`config.mk`:
```
export PLATFORM = sky130hd
export DESIGN_NAME = bp_be_fe_cmd_gen
export DESIGN_NICKNAME = d
export VERILOG_FILES = /design/src/rtl/bp_be_pkg.sv /design/src/rtl/bp_be_attaboy_fifo.sv /design/src/rtl/bp_be_fe_cmd_gen.sv
export SDC_FILE = /design/constraint.sdc
export NUM_CORES = 1
export LEC_CHECK = 0
export BUFFER_PORTS_ARGS = -buffer_cell sky130_fd_sc_hd__buf_2
export CAP_MARGIN = 20
export CORE_MARGIN = 2
export CORE_UTILIZATION = 58
export DETAILED_ROUTE_END_ITERATION = 6
export PLACE_DENSITY = 0.92
export SLEW_MARGIN = 20
export SYNTH_ARGS = -nofsm -noshare
export SYNTH_HDL_FRONTEND = slang
export SYNTH_HIERARCHICAL = 1
export SYNTH_SLANG_ARGS = --single-unit
```
`constraint.sdc`:
```
create_clock -name clk_i -period 13.6 [get_ports clk_i]
set_clock_uncertainty 0.15 [all_clocks]
set_input_delay 1.36 -clock clk_i [delete_from_list [all_inputs] [get_ports clk_i]]
set_output_delay 1.36 -clock clk_i [all_outputs]
set_load 0.02 [all_outputs]
```
`src/rtl/bp_be_pkg.sv`:
```
// Shared backend declarations: the core configuration, the frontend branch metadata, and the
// frontend command generator FSM states.
package bp_be_pkg;

    typedef enum logic [0:0] {
        e_bp_default_cfg
    } bp_params_e;

    localparam int unsigned vaddr_width_gp = 39;
    localparam int unsigned fetch_ptr_gp   = 2;

    // Frontend metadata carried with each fetched instruction and returned on resolution
    typedef struct packed {
        logic [7:0] ghist;
        logic [7:0] bht_idx;
        logic       src_ras;
        logic       src_btb;
        logic       site_jalr;
        logic       site_jal;
        logic       site_br;
    } bp_fe_branch_metadata_fwd_s;

    localparam int unsigned branch_metadata_fwd_width_gp = $bits(bp_fe_branch_metadata_fwd_s);

    typedef enum logic [1:0] {
        e_init,
        e_run,
        e_flush
    } bp_be_fe_cmd_gen_state_e;

    function automatic int unsigned bp_vaddr_width(bp_params_e cfg);
        unique case (cfg)
            e_bp_default_cfg: return vaddr_width_gp;
            default:          return vaddr_width_gp;
        endcase
    endfunction

endpackage

```
`src/rtl/bp_be_attaboy_fifo.sv`:
```
// Attaboy queue: power-of-two circular buffer with an extra pointer bit to tell full from
// empty, a combinational head, and a single-cycle clear.
module bp_be_attaboy_fifo #(
    parameter int unsigned els_p   = 4,
    parameter int unsigned width_p = 1
) (
    input  logic               clk_i,
    input  logic               reset_n_i,
    input  logic               clr_i,
    input  logic               v_i,
    input  logic [width_p-1:0] data_i,
    input  logic               yumi_i,
    output logic [width_p-1:0] data_o,
    output logic               empty_o,
    output logic               full_o
);

    localparam int unsigned PtrW = $clog2(els_p);

    logic [PtrW:0]        wptr_q, wptr_d, rptr_q, rptr_d;
    logic [width_p-1:0]   mem_q [els_p];
    logic                 enq, deq;

    always_comb begin
        empty_o = (wptr_q == rptr_q);
        full_o  = (wptr_q[PtrW] != rptr_q[PtrW]) && (wptr_q[PtrW-1:0] == rptr_q[PtrW-1:0]);
        // A pop in the same cycle frees the slot the write lands in
        enq     = v_i & (~full_o | yumi_i) & ~clr_i;
        deq     = yumi_i & ~empty_o;
        data_o  = mem_q[rptr_q[PtrW-1:0]];
        wptr_d  = wptr_q;
        rptr_d  = rptr_q;
        if (clr_i) begin
            wptr_d = '0;
            rptr_d = '0;
        end else begin
            if (enq) wptr_d = wptr_q + 1'b1;
            if (deq) rptr_d = rptr_q + 1'b1;
        end
    end

    always_ff @(posedge clk_i or negedge reset_n_i) begin
        if (!reset_n_i) begin
            wptr_q <= '0;
            rptr_q <= '0;
        end else begin
            wptr_q <= wptr_d;
            rptr_q <= rptr_d;
        end
    end

    always_ff @(posedge clk_i) begin
        if (enq) mem_q[wptr_q[PtrW-1:0]] <= data_i;
    end

endmodule

```
`src/rtl/bp_be_fe_cmd_gen.sv`:
```
// Backend-to-frontend command generator: turns branch resolutions into registered redirects
// on mispredict and queued attaboys (training hints) on correct predictions.
module bp_be_fe_cmd_gen
    import bp_be_pkg::*;
#(
    parameter bp_params_e  bp_params_p                 = e_bp_default_cfg,
    parameter int unsigned queue_els_p                 = 4,
    parameter int unsigned force_age_p                 = 15,
    parameter int unsigned vaddr_width_p               = bp_vaddr_width(bp_params_p),
    parameter int unsigned branch_metadata_fwd_width_p = branch_metadata_fwd_width_gp
) (
    input  logic                                   clk_i,
    input  logic                                   reset_n_i,
    input  logic                                   fe_init_done_i,

    input  logic                                   res_v_i,
    input  logic [vaddr_width_p-1:0]               res_pc_i,
    input  logic [vaddr_width_p-1:0]               res_npc_i,
    input  logic [vaddr_width_p-1:0]               res_pred_npc_i,
    input  logic [fetch_ptr_gp-1:0]                res_count_i,
    input  logic [branch_metadata_fwd_width_p-1:0] res_metadata_i,
    input  logic                                   res_taken_i,

    output logic                                   redirect_v_o,
    output logic [vaddr_width_p-1:0]               redirect_npc_o,
    output logic [vaddr_width_p-1:0]               redirect_pc_o,
    output logic [fetch_ptr_gp-1:0]                redirect_count_o,
    output logic                                   redirect_br_v_o,
    output logic [branch_metadata_fwd_width_p-1:0] redirect_br_metadata_fwd_o,
    output logic                                   redirect_br_taken_o,
    output logic                                   redirect_br_ntaken_o,
    output logic                                   redirect_br_nonbr_o,

    output logic                                   attaboy_v_o,
    output logic [vaddr_width_p-1:0]               attaboy_pc_o,
    output logic [branch_metadata_fwd_width_p-1:0] attaboy_br_metadata_fwd_o,
    output logic                                   attaboy_taken_o,
    output logic                                   attaboy_ntaken_o,
    output logic                                   attaboy_force_o,
    input  logic                                   attaboy_yumi_i,

    output logic [7:0]                             drop_count_o
);

    localparam int unsigned EntryW = vaddr_width_p + branch_metadata_fwd_width_p + 1;
    localparam int unsigned AgeW   = $clog2(force_age_p + 1);
    localparam logic [AgeW-1:0] AgeMax = AgeW'(force_age_p);

    typedef struct packed {
        logic                                   v;
        logic                                   br_v;
        logic                                   taken;
        logic                                   ntaken;
        logic                                   nonbr;
        logic [vaddr_width_p-1:0]               npc;
        logic [vaddr_width_p-1:0]               pc;
        logic [fetch_ptr_gp-1:0]                count;
        logic [branch_metadata_fwd_width_p-1:0] meta;
    } redirect_t;

    bp_be_fe_cmd_gen_state_e    state_q, state_d;
    redirect_t                  redirect_q, redirect_d;
    logic [AgeW-1:0]            age_q, age_d;
    logic [7:0]                 drop_q, drop_d;

    bp_fe_branch_metadata_fwd_s meta;
    logic                       run, any_site, mispredict, enq_req, pop, drop, attaboy_v;
    logic                       q_empty, q_full;
    logic [EntryW-1:0]          enq_data, head_data;

    always_comb begin
        meta       = res_metadata_i;
        run        = (state_q == e_run);
        any_site   = meta.site_br | meta.site_jal | meta.site_jalr;
        mispredict = run & res_v_i & (res_npc_i != res_pred_npc_i);
        enq_req    = run & res_v_i & ~mispredict & any_site;
        attaboy_v  = ~q_empty & run;
        pop        = attaboy_v & attaboy_yumi_i;
        drop       = enq_req & q_full & ~pop;
        enq_data   = {res_pc_i, meta, res_taken_i};
    end

    bp_be_attaboy_fifo #(
        .els_p   (queue_els_p),
        .width_p (EntryW)
    ) u_attaboy_fifo (
        .clk_i     (clk_i),
        .reset_n_i (reset_n_i),
        .clr_i     (mispredict),
        .v_i       (enq_req),
        .data_i    (enq_data),
        .yumi_i    (pop),
        .data_o    (head_data),
        .empty_o   (q_empty),
        .full_o    (q_full)
    );

    always_comb begin
        state_d = state_q;
        unique case (state_q)
            e_init:  if (fe_init_done_i) state_d = e_run;
            e_run:   if (mispredict) state_d = e_flush;
            e_flush: state_d = e_run;
            default: state_d = e_init;
        endcase
    end

    always_comb begin
        redirect_d        = redirect_q;
        redirect_d.v      = mispredict;
        redirect_d.br_v   = mispredict & (any_site | meta.src_btb);
        redirect_d.taken  = mispredict & any_site & res_taken_i;
        redirect_d.ntaken = mispredict & meta.site_br & ~res_taken_i;
        redirect_d.nonbr  = mispredict & ~any_site & meta.src_btb;
        if (mispredict) begin
            redirect_d.npc   = res_npc_i;
            redirect_d.pc    = res_pc_i;
            redirect_d.count = res_count_i;
            redirect_d.meta  = meta;
        end
    end

    // Age restarts whenever the head changes or the queue is cleared
    always_comb begin
        age_d = age_q;
        if (mispredict || pop || q_empty) begin
            age_d = '0;
        end else if (attaboy_v && (age_q != AgeMax)) begin
            age_d = age_q + 1'b1;
        end
        drop_d = drop_q;
        if (drop && (drop_q != 8'hff)) drop_d = drop_q + 8'd1;
    end

    always_ff @(posedge clk_i or negedge reset_n_i) begin
        if (!reset_n_i) begin
            state_q    <= e_init;
            redirect_q <= '0;
            age_q      <= '0;
            drop_q     <= '0;
        end else begin
            state_q    <= state_d;
            redirect_q <= redirect_d;
            age_q      <= age_d;
            drop_q     <= drop_d;
        end
    end

    always_comb begin
        redirect_v_o               = redirect_q.v;
        redirect_npc_o             = redirect_q.npc;
        redirect_pc_o              = redirect_q.pc;
        redirect_count_o           = redirect_q.count;
        redirect_br_v_o            = redirect_q.br_v;
        redirect_br_metadata_fwd_o = redirect_q.meta;
        redirect_br_taken_o        = redirect_q.taken;
        redirect_br_ntaken_o       = redirect_q.ntaken;
        redirect_br_nonbr_o        = redirect_q.nonbr;

        attaboy_v_o = attaboy_v;
        {attaboy_pc_o, attaboy_br_metadata_fwd_o, attaboy_taken_o} = head_data;
        attaboy_ntaken_o = ~attaboy_taken_o;
        attaboy_force_o  = (age_q == AgeMax) | q_full;
        drop_count_o     = drop_q;
    end

endmodule

```
# After elaboration in Yosys (flattened, before gate mapping)
# Memory sizes are Yosys's and may differ from the RTL's.
# Cells that the tools add are included.
[totals]
reg_bits = 126
ramBits = 244
input_bits = 146
out_inout_bits = 178
elab_cells = 81
mem_count = 1
[mem_list]
columns = ["memory", "words", "width", "read_ports", "rd_clocked_by_memory_dff", "wr", "line_no", "rtl"]
rows = [
  ["u_attaboy_fifo.mem_q", 4, 61, 1, 0, 1, "bp_be_attaboy_fifo.sv:21", "logic [width_p-1:0] mem_q [els_p];"],
]
[op_classes]
addsub = 4
eq_ne = 11
n_mux = 11
n_bitwise = 30
reduce_logical = 10
[op_table]
columns = ["cell", "n"]
rows = [
  ["39-bit != test", 1],
  ["1-bit bitwise AND", 18],
  ["3-bit two-way mux", 4],
  ["8-bit by 1-bit adder with 8-bit output, second input constant", 1],
  ["4-bit two-way mux", 2],
  ["8-bit != test, second input constant", 1],
  ["1-bit inverter", 7],
  ["3-bit by 1-bit adder with 3-bit output, second input constant", 2],
  ["2-bit case mux with 3 select lines", 1],
  ["2-bit nonzero test", 3],
  ["1-bit OR", 5],
  ["4-bit by 1-bit adder with 4-bit output, second input constant", 1],
  ["4-bit == test, second input constant", 1],
  ["2-bit two-way mux", 2],
  ["4-bit != test, second input constant", 1],
  ["3-bit == test", 1],
  ["1-bit logical AND", 3],
  ["2-bit by 1-bit == test with 1-bit output, second input constant", 1],
  ["2-bit == test", 1],
  ["2-bit == test, second input constant", 1],
  ["2-bit logical NOT", 1],
  ["1-bit logical OR", 2],
  ["1-bit two-way mux", 2],
  ["2-bit by 1-bit != test with 1-bit output, second input constant", 1],
  ["3 further kinds", 3],
]

# Longest topological paths before layout
[logic_depth]
ltp_word = 10
depth_mapped = 11
mapped_depth_nobuf = 9

# Cells and area by module
# Netlist, hierarchy kept.
[by_module_without_submodules]
columns = ["module", "instances", "cells_per_inst", "area_per_inst_um2", "seq_area_each_um2"]
rows = [
  ["bp_be_attaboy_fifo", 1, 373, 9283.9, 7477.2],
  ["bp_be_fe_cmd_gen", 1, 356, 5108.6, 3002.9],
]

# Worst setup path before layout
# Ideal clock, no wire load.
[synth_timing]
path_kind = "input to register"
from = "in res_pred_npc_i[10]"
to = "mem u_attaboy_fifo/mem_q[3][0] (netlist bit), enable pin"
setup_time_ns = 0.632
arrival_time_ns = 8.935
required_time_ns = 12.818
setup_slack_ns = 3.883
stages = 9
path_buffers = 4
path_cell_list = "xor2_1 > nor4_2 > nand4_2 > o31a_1 > clkbuf_1 > buf_2 > buf_2 > clkbuf_1 > nor4bb_1"
[synth_via]
elab_chain_len = 9
[synth_lines]
columns = ["element", "line_no", "rtl"]
rows = [
  ["start, declared", "bp_be_fe_cmd_gen.sv:19", "input logic [vaddr_width_p-1:0] res_pred_npc_i,"],
  ["39-bit != test *", "bp_be_fe_cmd_gen.sv:75", "mispredict = run & res_v_i & (res_npc_i != res_pred_npc_i);"],
  ["1-bit bitwise AND *", "bp_be_fe_cmd_gen.sv:75", ""],
  ["net mispredict", "bp_be_fe_cmd_gen.sv:67", "logic run, any_site, mispredict, enq_req, pop, drop, attaboy_v;"],
  ["1-bit inverter *", "bp_be_attaboy_fifo.sv:28, bp_be_fe_cmd_gen.sv:76", ""],
  ["1-bit bitwise AND (2 in series)", "bp_be_fe_cmd_gen.sv:76", "enq_req = run & res_v_i & ~mispredict & any_site;"],
  ["1-bit bitwise AND", "bp_be_attaboy_fifo.sv:28", "enq = v_i & (~full_o | yumi_i) & ~clr_i;"],
  ["1-bit bitwise AND *", "bp_be_attaboy_fifo.sv:28", ""],
  ["1-bit two-way mux *", "bp_be_attaboy_fifo.sv:53", "if (enq) mem_q[wptr_q[PtrW-1:0]] <= data_i;"],
  ["1-bit two-way mux (implied by the code) *", "bp_be_attaboy_fifo.sv:53", ""],
  ["end, declared", "bp_be_attaboy_fifo.sv:21", ""],
]
# The timed path passes the listed nets; every way through them passes the cells marked *.

# Worst setup path in the final report
[layout_timing]
from = "reg u_attaboy_fifo.rptr_q[1]"
to = "out attaboy_v_o"
[layout_via]
elab_chain_len = 3
[layout_lines]
columns = ["element", "line_no", "rtl"]
rows = [
  ["start, declared", "bp_be_attaboy_fifo.sv:20", "logic [PtrW:0] wptr_q, wptr_d, rptr_q, rptr_d;"],
  ["start signal, assigned", "bp_be_attaboy_fifo.sv:48", "rptr_q <= rptr_d;"],
  ["3-bit == test", "bp_be_attaboy_fifo.sv:25", "empty_o = (wptr_q == rptr_q);"],
  ["net q_empty", "bp_be_fe_cmd_gen.sv:68", "logic q_empty, q_full;"],
  ["1-bit inverter", "bp_be_fe_cmd_gen.sv:77", "attaboy_v = ~q_empty & run;"],
  ["1-bit bitwise AND", "bp_be_fe_cmd_gen.sv:77", ""],
  ["end, declared", "bp_be_fe_cmd_gen.sv:34", "output logic attaboy_v_o,"],
]
# The timed path passes the listed nets, and every way through them passes these cells.

==> impl_metrics.tcl <==
set metrics [dict create \
    status "finished, final reports clean" \
    grtUsageTotal_pct 25.4 \
    ys_seq_area_share_pct 72.8 \
    area_growth_pct 22.9 \
    switching_share_pct 32.5 \
    first_iter_violations 550 \
    ant_nets 0 \
    min_period_ns 4.43 \
    fin_area_mm2 0.0177 \
    die_h_um 162 \
    place.gp.congestion 0.797 \
    synth-seq-cells 370 \
    postCtsSetupBuffers 0 \
    dr.pass1.iters 6 \
    dp.cells 1356 \
    seqPwrFrac_pct 41.2 \
    cts_buffer_depth 3 \
    fin_hold_ws_ns 0.331 \
    syn_area_mm2 0.0144 \
    start_util_pct 59.2 \
    worstPathRequired_ns 12.09 \
    drt-vias-per-instance 5.71 \
    grt_pass1_vias 8789 \
    power_density_mw_per_mm2 205 \
    portBuffers 323 \
    clock.fmax_mhz 226 \
    p_int_uw 2450 \
    design.die.area_mm2 0.0261 \
    cts-resized-gates 0 \
    drc 0 \
    wl_mm 32.5 \
    clkSinkCount 370 \
    power_leakage_uw 0.00693 \
    ctsRootBufferMaster "clkbuf_16" \
    grt_antenna_before_repair 4 \
    criticalPathCategory "reg2out" \
    setup_violations 0 \
    cts_tree "done" \
    drive_gt1_share_pct 44.4 \
    max_cap_violations 0 \
    p_comb_share_pct 30.0 \
    ir_worst_vdd_mv 0.148 \
    ys_types 47 \
    period_share_pct 32.6 \
    cp.arrival_ns 2.92 \
    overflow 0 \
    cts_made_buffers 38 \
    crit_fanout 65 \
    rsz0062_at_grt "no" \
    dp_hpwl_mm 20.3 \
    ff2ff_setup_slack_ns 9.40 \
    final_nets 1225 \
    grt_max_degree 73 \
    hold_path_class "reg2reg" \
    totalPowerFinal_uw 3630 \
    syn_avg_cell_area_um2 19.7 \
    dieWidth_um 162 \
    dr_total_vias 8143 \
    netlist_instances 729 \
    finalHoldViolations 0 \
    avgRoutedWirePerCell_um 22.8 \
    tns_ns 0 \
    critPathLaunchType "flip-flop" \
    insertion_delay_ns 0.50 \
    synth_nets 882 \
    synthFlopType "edfxtp_1" \
    cts_max_level 2 \
    worstMarginPinSlew_ns 0.978 \
    slew_viol_final 0 \
    final_common_cell "buf_2" \
    synth-edff-count 244 \
    io_pins 324 \
    rows 57 \
    async_reset_ff_share_pct 34.1 \
    finalNonFillerCells 1426 \
    end_kind "output port" \
    slew_headroom_pct 34.8 \
    layout_common_cells "buf_2, edfxtp_1, dfrtp_1" \
    p_switching_uw 1180 \
    synth-warning-count 6 \
    path_clk_slew_ns 0.06 \
    clkPwrFrac_pct 28.8 \
    grt_first_pass_wirelength_mm 49.9 \
    fill_cells 1402 \
    holdBufCountCts 0 \
    fp.coreArea_mm2 0.0243 \
    placed_area_mm2 0.0164 \
]
-- state kept, by name, summed over array words and instances, names as in the netlist --
name                        cells
age_q                           4
redirect_br_taken_o             1
redirect_pc_o                  39
u_attaboy_fifo/wptr_q           3
redirect_npc_o                 39
u_attaboy_fifo/mem_q          244
redirect_v_o                    1
state_q                         2
redirect_count_o                2
drop_count_o                    8
redirect_br_v_o                 1
u_attaboy_fifo/rptr_q           3
redirect_br_metadata_fwd_o     21
redirect_br_nonbr_o             1
redirect_br_ntaken_o            1
-- synth_stat cells (2+ instances only) --
cell type / count / area, µm²
o31a_1: 2 / 17.5
nor2b_1: 2 / 12.5
mux4_2: 61 / 1370
and3_1: 2 / 12.5
nand2b_1: 5 / 31.3
nor4bb_1: 4 / 40.0
nand3_1: 9 / 45.0
a21oi_1: 2 / 10.0
xor2_1: 47 / 412
mux2_2: 19 / 214
inv_1: 7 / 26.3
a31oi_1: 2 / 12.5
nor4_2: 5 / 62.6
nor2_1: 14 / 52.6
nand2_1: 11 / 41.3
xnor2_1: 6 / 52.6
nor3_1: 5 / 25.0
nand4_1: 2 / 12.5
clkbuf_1: 9 / 33.8
dfrtp_1: 126 / 3150
nor4_1: 9 / 56.3
buf_2: 15 / 75.1
ha_1: 7 / 87.6
mux2i_1: 2 / 20.0
mux2_1: 86 / 968
buf_1: 4 / 15.0
edfxtp_1: 244 / 7330
and3b_1: 3 / 26.3
-- stage by stage --
stage	utilization (%)	worst slack (ns)
final	72.7	9.17
after global routing	72.7	8.97
after CTS	72.7	9.10
after detailed placement	67.5	8.85
after global placement	67.5	8.91
after floorplan	-	3.88
-- path summary, 6_finish.rpt --
check                                                        end                                  from  cells after the start
max                                                  attaboy_v_o  u_attaboy_fifo/rptr_q[1]$_DFFE_PN0P_                      5
min                               redirect_npc_o[29]$_DFFE_PN0P_        redirect_npc_o[29]$_DFFE_PN0P_                      1
max reg2reg                u_attaboy_fifo/mem_q[3][46]$_DFFE_PP_  u_attaboy_fifo/rptr_q[1]$_DFFE_PN0P_                      8
min reg2reg                       redirect_npc_o[29]$_DFFE_PN0P_        redirect_npc_o[29]$_DFFE_PN0P_                      1
max in group asynchronous   u_attaboy_fifo/rptr_q[1]$_DFFE_PN0P_                             reset_n_i                      2
min in group asynchronous        redirect_count_o[0]$_DFFE_PN0P_                             reset_n_i                      1
-- metal layers --
layer / up-vias / global-route usage, % / share of wire [%] / routed length [µm]
met5: - / 0 / 0 / 0
met4: 0 / 9.33 / 3.2 / 1040
met3: 69 / 5.34 / 6.6 / 2140
met2: 365 / 45.1 / 53 / 17100
met1: 4160 / 30.8 / 38 / 12200
li1: 3549 / - / - / -
-- power by group through the flow --
stage / Sequential [µW] / Clock, µW / Combinational, µW
CTS: 1500 / 1070 / 1100
detailed placement: 1510 / 0 / 1090
global route: 1520 / 1110 / 1150
finish: 1500 / 1050 / 1090
global placement: 1500 / 0 / 1070
floorplan: 1660 / 0 / 543
-- cells by family after synthesis --
logic type	share of synthesized area [%]
compound gates	0.696
xor+xnor	3.23
fa+ha+maj	0.609
buf+inv	1.04
flops	72.8
mux	18.0
simple gates	3.61
-- critical path, cell delays in order, from the launching register on --
cell	delay, ns
dfrtp_4	1.03
xnor2_1	0.29
nand3_1	0.20
inv_1	0.07
nor3b_1	0.51
buf_2	0.29
-- cell type report --
| class | instances | area (µm²) | share of cell area [%] |
|---|---|---|---|
| Sequential cell | 370 | 10500 | 59.3 |
| Tap cell | 324 | 405 | 2.29 |
| Timing Repair Buffer | 331 | 1680 | 9.51 |
| Antenna cell | 2 | 5.00 | 0.0283 |
| Clock buffer | 49 | 1040 | 5.90 |
| Multi-Input combinational cell | 324 | 3820 | 21.6 |
| Clock inverter | 19 | 225 | 1.27 |
| Inverter | 7 | 26.3 | 0.149 |
Note: power is estimated with default switching activity, not from simulation.
